**src/rtl/cargador_instrucciones_if.sv**
```systemverilog
// Byte-in / memory-write bundle for the instruction loader.
// The slave modport is the loader's view; the master modport is the byte source / memory side.
interface cargador_instrucciones_if #(
  parameter int ADDR_W = 8
) ();
  logic              start_i;
  logic [7:0]        byte_in_i;
  logic              byte_valid_i;
  logic              byte_ready_o;
  logic              mem_we_o;
  logic [ADDR_W-1:0] mem_addr_o;
  logic [31:0]       mem_wdata_o;
  logic              busy_o;
  logic              done_o;
  logic              op_error_o;
  logic [ADDR_W:0]   word_count_o;

  modport slave (
    input  start_i, byte_in_i, byte_valid_i,
    output byte_ready_o, mem_we_o, mem_addr_o, mem_wdata_o,
           busy_o, done_o, op_error_o, word_count_o
  );

  modport master (
    output start_i, byte_in_i, byte_valid_i,
    input  byte_ready_o, mem_we_o, mem_addr_o, mem_wdata_o,
           busy_o, done_o, op_error_o, word_count_o
  );
endinterface

```
**src/rtl/cargador_instrucciones.sv**
```systemverilog
// Assembles big-endian bytes into 32-bit R-type words and writes them to instruction
// memory from address 0, stopping at END_WORD or when DEPTH words have been written.
module cargador_instrucciones #(
  parameter int          ADDR_W   = 8,
  parameter int          DEPTH    = 256,
  parameter logic [31:0] END_WORD = 32'hFFFF_FFFF
) (
  input  logic                     clk,
  input  logic                     rst,
  cargador_instrucciones_if.slave  bus
);

  localparam logic [1:0] S_IDLE  = 2'd0;
  localparam logic [1:0] S_RECV  = 2'd1;
  localparam logic [1:0] S_WRITE = 2'd2;
  localparam logic [1:0] S_DONE  = 2'd3;

  localparam logic [ADDR_W:0] DEPTH_C = (ADDR_W + 1)'(DEPTH);

  logic [1:0]        state_q, state_d;
  logic [1:0]        bcnt_q, bcnt_d;
  logic [31:0]       sreg_q, sreg_d;
  logic [31:0]       wdata_q, wdata_d;
  logic [ADDR_W-1:0] addr_q, addr_d;
  logic [ADDR_W:0]   wcount_q, wcount_d;
  logic              op_err_q, op_err_d;

  logic              handshake;
  logic [31:0]       word_next;

  assign handshake = (state_q == S_RECV) && bus.byte_valid_i;
  assign word_next = {sreg_q[23:0], bus.byte_in_i};

  always_comb begin
    // NOTE: every variable gets its hold value first so no path through the case infers a latch.
    state_d  = state_q;
    bcnt_d   = bcnt_q;
    sreg_d   = sreg_q;
    wdata_d  = wdata_q;
    addr_d   = addr_q;
    wcount_d = wcount_q;
    op_err_d = op_err_q;

    case (state_q)
      S_IDLE, S_DONE: begin
        if (bus.start_i) begin
          state_d  = S_RECV;
          bcnt_d   = '0;
          sreg_d   = '0;
          addr_d   = '0;
          wcount_d = '0;
          op_err_d = 1'b0;
        end
      end
      S_RECV: begin
        if (handshake) begin
          sreg_d = word_next;
          bcnt_d = bcnt_q + 2'd1;
          if (bcnt_q == 2'd3) begin
            state_d = S_WRITE;
            // Address and data are latched here so they hold the last write after it ends,
            // and the end marker never disturbs them.
            if (word_next != END_WORD) begin
              wdata_d = word_next;
              addr_d  = wcount_q[ADDR_W-1:0];
            end
          end
        end
      end
      S_WRITE: begin
        if (sreg_q == END_WORD) begin
          state_d = S_DONE;
        end else begin
          wcount_d = wcount_q + 1'b1;
          if (sreg_q[31:26] != 6'd0) op_err_d = 1'b1;
          state_d = ((wcount_q + 1'b1) == DEPTH_C) ? S_DONE : S_RECV;
        end
      end
      default: state_d = S_IDLE;
    endcase
  end

  // NOTE: sequential state uses non-blocking assignments so all registers update together.
  always_ff @(posedge clk or posedge rst) begin
    if (rst) begin
      state_q  <= S_IDLE;
      bcnt_q   <= '0;
      sreg_q   <= '0;
      wdata_q  <= '0;
      addr_q   <= '0;
      wcount_q <= '0;
      op_err_q <= 1'b0;
    end else begin
      state_q  <= state_d;
      bcnt_q   <= bcnt_d;
      sreg_q   <= sreg_d;
      wdata_q  <= wdata_d;
      addr_q   <= addr_d;
      wcount_q <= wcount_d;
      op_err_q <= op_err_d;
    end
  end

  assign bus.byte_ready_o = (state_q == S_RECV);
  assign bus.busy_o       = (state_q == S_RECV) || (state_q == S_WRITE);
  assign bus.done_o       = (state_q == S_DONE);
  assign bus.mem_we_o     = (state_q == S_WRITE) && (sreg_q != END_WORD);
  assign bus.mem_addr_o   = addr_q;
  assign bus.mem_wdata_o  = wdata_q;
  assign bus.op_error_o   = op_err_q;
  assign bus.word_count_o = wcount_q;

endmodule

```
**src/flat_wrapper.sv**
```systemverilog
// flat-port wrapper written by rule: the top's interface ports become plain ports
module cargador_instrucciones_flat 
#(
  parameter int          ADDR_W   = 8,
  parameter int          DEPTH    = 256,
  parameter logic [31:0] END_WORD = 32'hFFFF_FFFF
)
  (clk, rst, bus_start_i, bus_byte_in_i, bus_byte_valid_i, bus_byte_ready_o, bus_mem_we_o, bus_mem_addr_o, bus_mem_wdata_o, bus_busy_o, bus_done_o, bus_op_error_o, bus_word_count_o);
  cargador_instrucciones_if #(.ADDR_W(ADDR_W)) bus_i ();
  input  logic clk;
  input  logic rst;
  input wire logic [$bits(bus_i.start_i)-1:0] bus_start_i;
  input wire logic [$bits(bus_i.byte_in_i)-1:0] bus_byte_in_i;
  input wire logic [$bits(bus_i.byte_valid_i)-1:0] bus_byte_valid_i;
  output wire logic [$bits(bus_i.byte_ready_o)-1:0] bus_byte_ready_o;
  output wire logic [$bits(bus_i.mem_we_o)-1:0] bus_mem_we_o;
  output wire logic [$bits(bus_i.mem_addr_o)-1:0] bus_mem_addr_o;
  output wire logic [$bits(bus_i.mem_wdata_o)-1:0] bus_mem_wdata_o;
  output wire logic [$bits(bus_i.busy_o)-1:0] bus_busy_o;
  output wire logic [$bits(bus_i.done_o)-1:0] bus_done_o;
  output wire logic [$bits(bus_i.op_error_o)-1:0] bus_op_error_o;
  output wire logic [$bits(bus_i.word_count_o)-1:0] bus_word_count_o;
  assign bus_i.start_i = bus_start_i;
  assign bus_i.byte_in_i = bus_byte_in_i;
  assign bus_i.byte_valid_i = bus_byte_valid_i;
  assign bus_byte_ready_o = bus_i.byte_ready_o;
  assign bus_mem_we_o = bus_i.mem_we_o;
  assign bus_mem_addr_o = bus_i.mem_addr_o;
  assign bus_mem_wdata_o = bus_i.mem_wdata_o;
  assign bus_busy_o = bus_i.busy_o;
  assign bus_done_o = bus_i.done_o;
  assign bus_op_error_o = bus_i.op_error_o;
  assign bus_word_count_o = bus_i.word_count_o;
  cargador_instrucciones #(.ADDR_W(ADDR_W), .DEPTH(DEPTH), .END_WORD(END_WORD)) u_core (.clk(clk), .rst(rst), .bus(bus_i));
endmodule
```
**config.mk**
```make
export PLATFORM = sky130hd
export DESIGN_NAME = cargador_instrucciones_flat
export DESIGN_NICKNAME = d
export VERILOG_FILES = /design/src/rtl/cargador_instrucciones_if.sv /design/src/rtl/cargador_instrucciones.sv /design/src/flat_wrapper.sv
export SDC_FILE = /design/constraint.sdc
export NUM_CORES = 1
export LEC_CHECK = 0
export ABC_CLOCK_PERIOD_IN_PS = 3860
export BUFFER_PORTS_ARGS = -buffer_cell sky130_fd_sc_hd__buf_4
export CAP_MARGIN = 20
export CORE_ASPECT_RATIO = 0.5
export CORE_MARGIN = 4
export CORE_UTILIZATION = 54
export DETAILED_ROUTE_END_ITERATION = 6
export MAX_ROUTING_LAYER = met4
export PLACE_DENSITY = 0.76
export SLEW_MARGIN = 20
export SYNTH_ARGS = -nofsm -noshare
export SYNTH_HDL_FRONTEND = slang
export SYNTH_SLANG_ARGS = --single-unit
```
**constraint.sdc**
```tcl
create_clock -name clk -period 3.86 [get_ports clk]
set_clock_uncertainty 0.15 [all_clocks]
set_input_delay 0.772 -clock clk [delete_from_list [all_inputs] [get_ports clk]]
set_output_delay 0.772 -clock clk [all_outputs]
set_load 0.005 [all_outputs]
```
==> key figures <==
STA
  – Worst-Margin Slew: roughly 820 ps
  – RSZ-0062 raised after global routing: no
  – Fin Setup TNS: 0 ps
  – Crit path time final: approximately 3300 ps
  – F_max: roughly 300 MHz
  – Fin. max-slew vios: 0
  – Slew HR: around 45%
  – Setup-failing EPs final: 0
  – Fin. Hold Viols: 0
  – Period utilisation layout: 86.0%

Run
  – Max-cap violations: 0

Clock tree
  – Hold-fix buffers, CTS: 0
  – Setup bufs post-CTS: 0
  – Clock-pin transition on the worst setup and hold timing paths: around 60 ps
  – Clock root cell: clkbuf_16
  – TritonCTS Buffers: 9
  – Sink Count: between 80 and 90
  – CTS tree: done
  – PostCTS Resize Cnt: 0
  – Clk buf depth: 2
  – Htree depth: 3
  – Clock Latency Late Sink: between 300 and 400 ps

Hold path
  – Worst Hold Launch: u_core.bus.mem_addr_o[5]
  – Worst hold path endpoint: u_core.bus.mem_addr_o[5]
  – Hold path depth: 1
  – HP Class: reg2reg

Place
  – Port Buffer Count: between 60 and 70
  – DPL Wire Length: just under 6 mm
  – Area after DPL: between 4000 and 5000 um2
  – Placer Congestion: 0.880
  – Dpl cells: 440

Floorplan
  – IO Count: 66
  – Row Count: 21
  – Die H: 67.9 um
  – Die width: 128 um
  – Initial Util: approximately 57%
  – CORE AREA: 6830 um2
  – Die area: between 8000 and 9000 um2

Synth
  – Async SR Flop Fraction: 100%
  – EDFF count, synth: 0
  – Syn Std Cell Area: roughly 3900 um2
  – Ys flop type: dfrtp_1
  – Syn nets: roughly 320
  – Post-synthesis sequential area ratio: 55.5%
  – Count of cell types in the netlist: 42
  – Yosys reg bits: 86
  – Synth warn: 0
  – Mean area per synthesized cell: 13.1 um2
  – Cells after Synth: 297

Worst setup path
  – Setup CP Type: reg2out
  – Maximum fanout along the worst path: 6
  – Path depth of the worst reg2reg path: 7
  – Setup crit end kind: output pin
  – Required time of the critical path: around 2900 ps
  – Worst flop-to-flop path startpoint: u_core.state_q[0]
  – Worst EP arrival: about 2400 ps
  – Flop2flop setup slack: 1070 ps
  – Slowest stage cell, crit path: nor4_1
  – CP cell instances: nand4_1 > nor4_1 > and2_0 > nor2_1 > buf_4
  – Reg-to-reg endpoint: u_core.sreg_q[24]
  – Critical path startpoint category: register
  – Peak per-stage delay on the critical path: roughly 740 ps

Route
  – DRT Wirelength: 8.83 mm
  – Antenna viol nets, final: 0
  – Routed WL per cell: between 15 and 20 um
  – DRT Pass-1 Iters: 4
  – First DRT Iteration DRCs: 300
  – Via count: around 2800
  – DR DRC count: 0
  – Via density: 6.12

GRT
  – First-pass GRT wire length: approximately 15 mm
  – Initial antenna violation count: 0
  – GR Util All Layers: between 20% and 30%
  – Pin count of the biggest net entering global routing: 66
  – Grt ovf: 0
  – Vias in the first global route: around 2700

Layout
  – Layout area overhead: 21.5%
  – Footprint of the multi-input gates: ~1600 um2
  – Final nets: around 380
  – Register area: about 2200 um2
  – Fin area: approximately 4700 um2
  – Fin cells: approximately 460
  – Layout fillers: between 500 and 600
  – Layout cells sized above 1: between 30% and 40%
  – # diodes: 0

Run status
  – Status: complete, no violations

Pwr
  – Pwr/cell area: approximately 750 nW/um2
  – Final Total Pwr: around 3.5 mW
  – Maximum vdd drop: about 450 uV
  – Static leakage: between 2 and 2.5 nW
-- cells in the final DEF, fill, tap and decap left out, types with 2 or more instances in the layout --
cell type | synthesis | routed
a211o_1 | 3 | 3
a21oi_1 | 7 | 7
a22o_1 | 32 | 32
a32o_1 | 8 | 8
buf_4 | 0 | 70
clkbuf_16 | 0 | 9
clkbuf_8 | 0 | 3
dfrtp_1 | 86 | 86
ha_1 | 7 | 7
inv_1 | 6 | 5
mux2_2 | 3 | 3
mux2_4 | 30 | 30
nand2_1 | 22 | 22
nand3_1 | 7 | 7
nand4_1 | 16 | 16
nor2_1 | 8 | 8
nor3_1 | 2 | 2
nor4_1 | 6 | 6
o2111ai_1 | 2 | 2
o211ai_1 | 3 | 3
o21ai_0 | 6 | 6
o311ai_0 | 3 | 3
-- kinds of logic (layout without fill, tap and decap cells) --
family	Yosys count	count (layout)	synth area share, %
flops	86	86	55.5
buf+inv	26	93	3.97
simple gates	69	69	9.62
fa+ha+maj	7	7	2.26
mux	34	34	12.7
compound gates	75	75	15.9
-- sequential cells by signal, indices dropped and copies added, names as in the netlist --
signal	cells
u_core.bcnt_q	2
u_core.state_q	2
u_core.sreg_q	32
u_core.bus.mem_addr_o	8
u_core.bus.word_count_o	9
u_core.bus.op_error_o	1
u_core.bus.mem_wdata_o	32
-- cell type report --
cell class / instances / area share [%]
clock buffers: 13 / 5.74
well taps: 92 / 2.44
flip-flops and latches: 86 / 45.7
inverters: 6 / 0.531
repair buffers: 71 / 11.7
clock inverters: 3 / 0.531
multi-input cells: 185 / 33.4
-- critical path: cells and delay by family, from the launching register on --
kind,cells,cell delay (ps)
DFF,1,420
buffers and inverters,1,150
and+or+nand+nor,4,1480
-- how the worst max path moves through the flow --
stage                      start                          to  slack [ps]
6_report        u_core.sreg_q[3]                bus_mem_we_o         540
5_1_grt         u_core.sreg_q[3]                bus_mem_we_o         430
3_3_place_gp    bus_byte_in_i[1]  u_core.bus.mem_wdata_o[23]         740
2_1_floorplan                rst            u_core.bcnt_q[0]         720
4_1_cts        u_core.sreg_q[21]                bus_mem_we_o         590
3_5_place_dp    bus_byte_in_i[1]  u_core.bus.mem_wdata_o[24]         880
-- through the flow --
| step | setup slack (ps) | util, % | hold slack [ps] |
|---|---|---|---|
| after floorplan | 716 | - | 323 |
| after global placement | 738 | 64.2 | 340 |
| after detailed placement | 880 | 64.6 | 341 |
| after CTS | 588 | 69.0 | 355 |
| after global routing | 427 | 69.0 | 375 |
| final | 540 | 69.0 | 355 |
-- synthesized netlist by cell type (6+ instances only) --
| library cell | n | area, um2 |
|---|---|---|
| inv_1 | 6 | 22.5 |
| ha_1 | 7 | 87.6 |
| nand3_1 | 7 | 35.0 |
| nor2_1 | 8 | 30.0 |
| nor4_1 | 6 | 37.5 |
| mux2_4 | 30 | 450 |
| nand4_1 | 16 | 100 |
| nand2_1 | 22 | 82.6 |
| o21ai_0 | 6 | 30.0 |
| a32o_1 | 8 | 80.1 |
| dfrtp_1 | 86 | 2150 |
| clkbuf_1 | 16 | 60.1 |
| a22o_1 | 32 | 280 |
| a21oi_1 | 7 | 35.0 |
-- power by group --
group / internal, mW / total, mW / switching [mW]
clock: 0.492 / 0.835 / 0.343
combinational: 0.637 / 1.19 / 0.550
sequential: 1.21 / 1.51 / 0.302
-- metal layers --
metal  global-route usage (%)  share of wire, %
met5                        -                 0
met4                     6.35               1.2
met3                     6.39               7.1
met2                     36.5                47
met1                     28.7                45
Power figures use the tool's default switching activity.
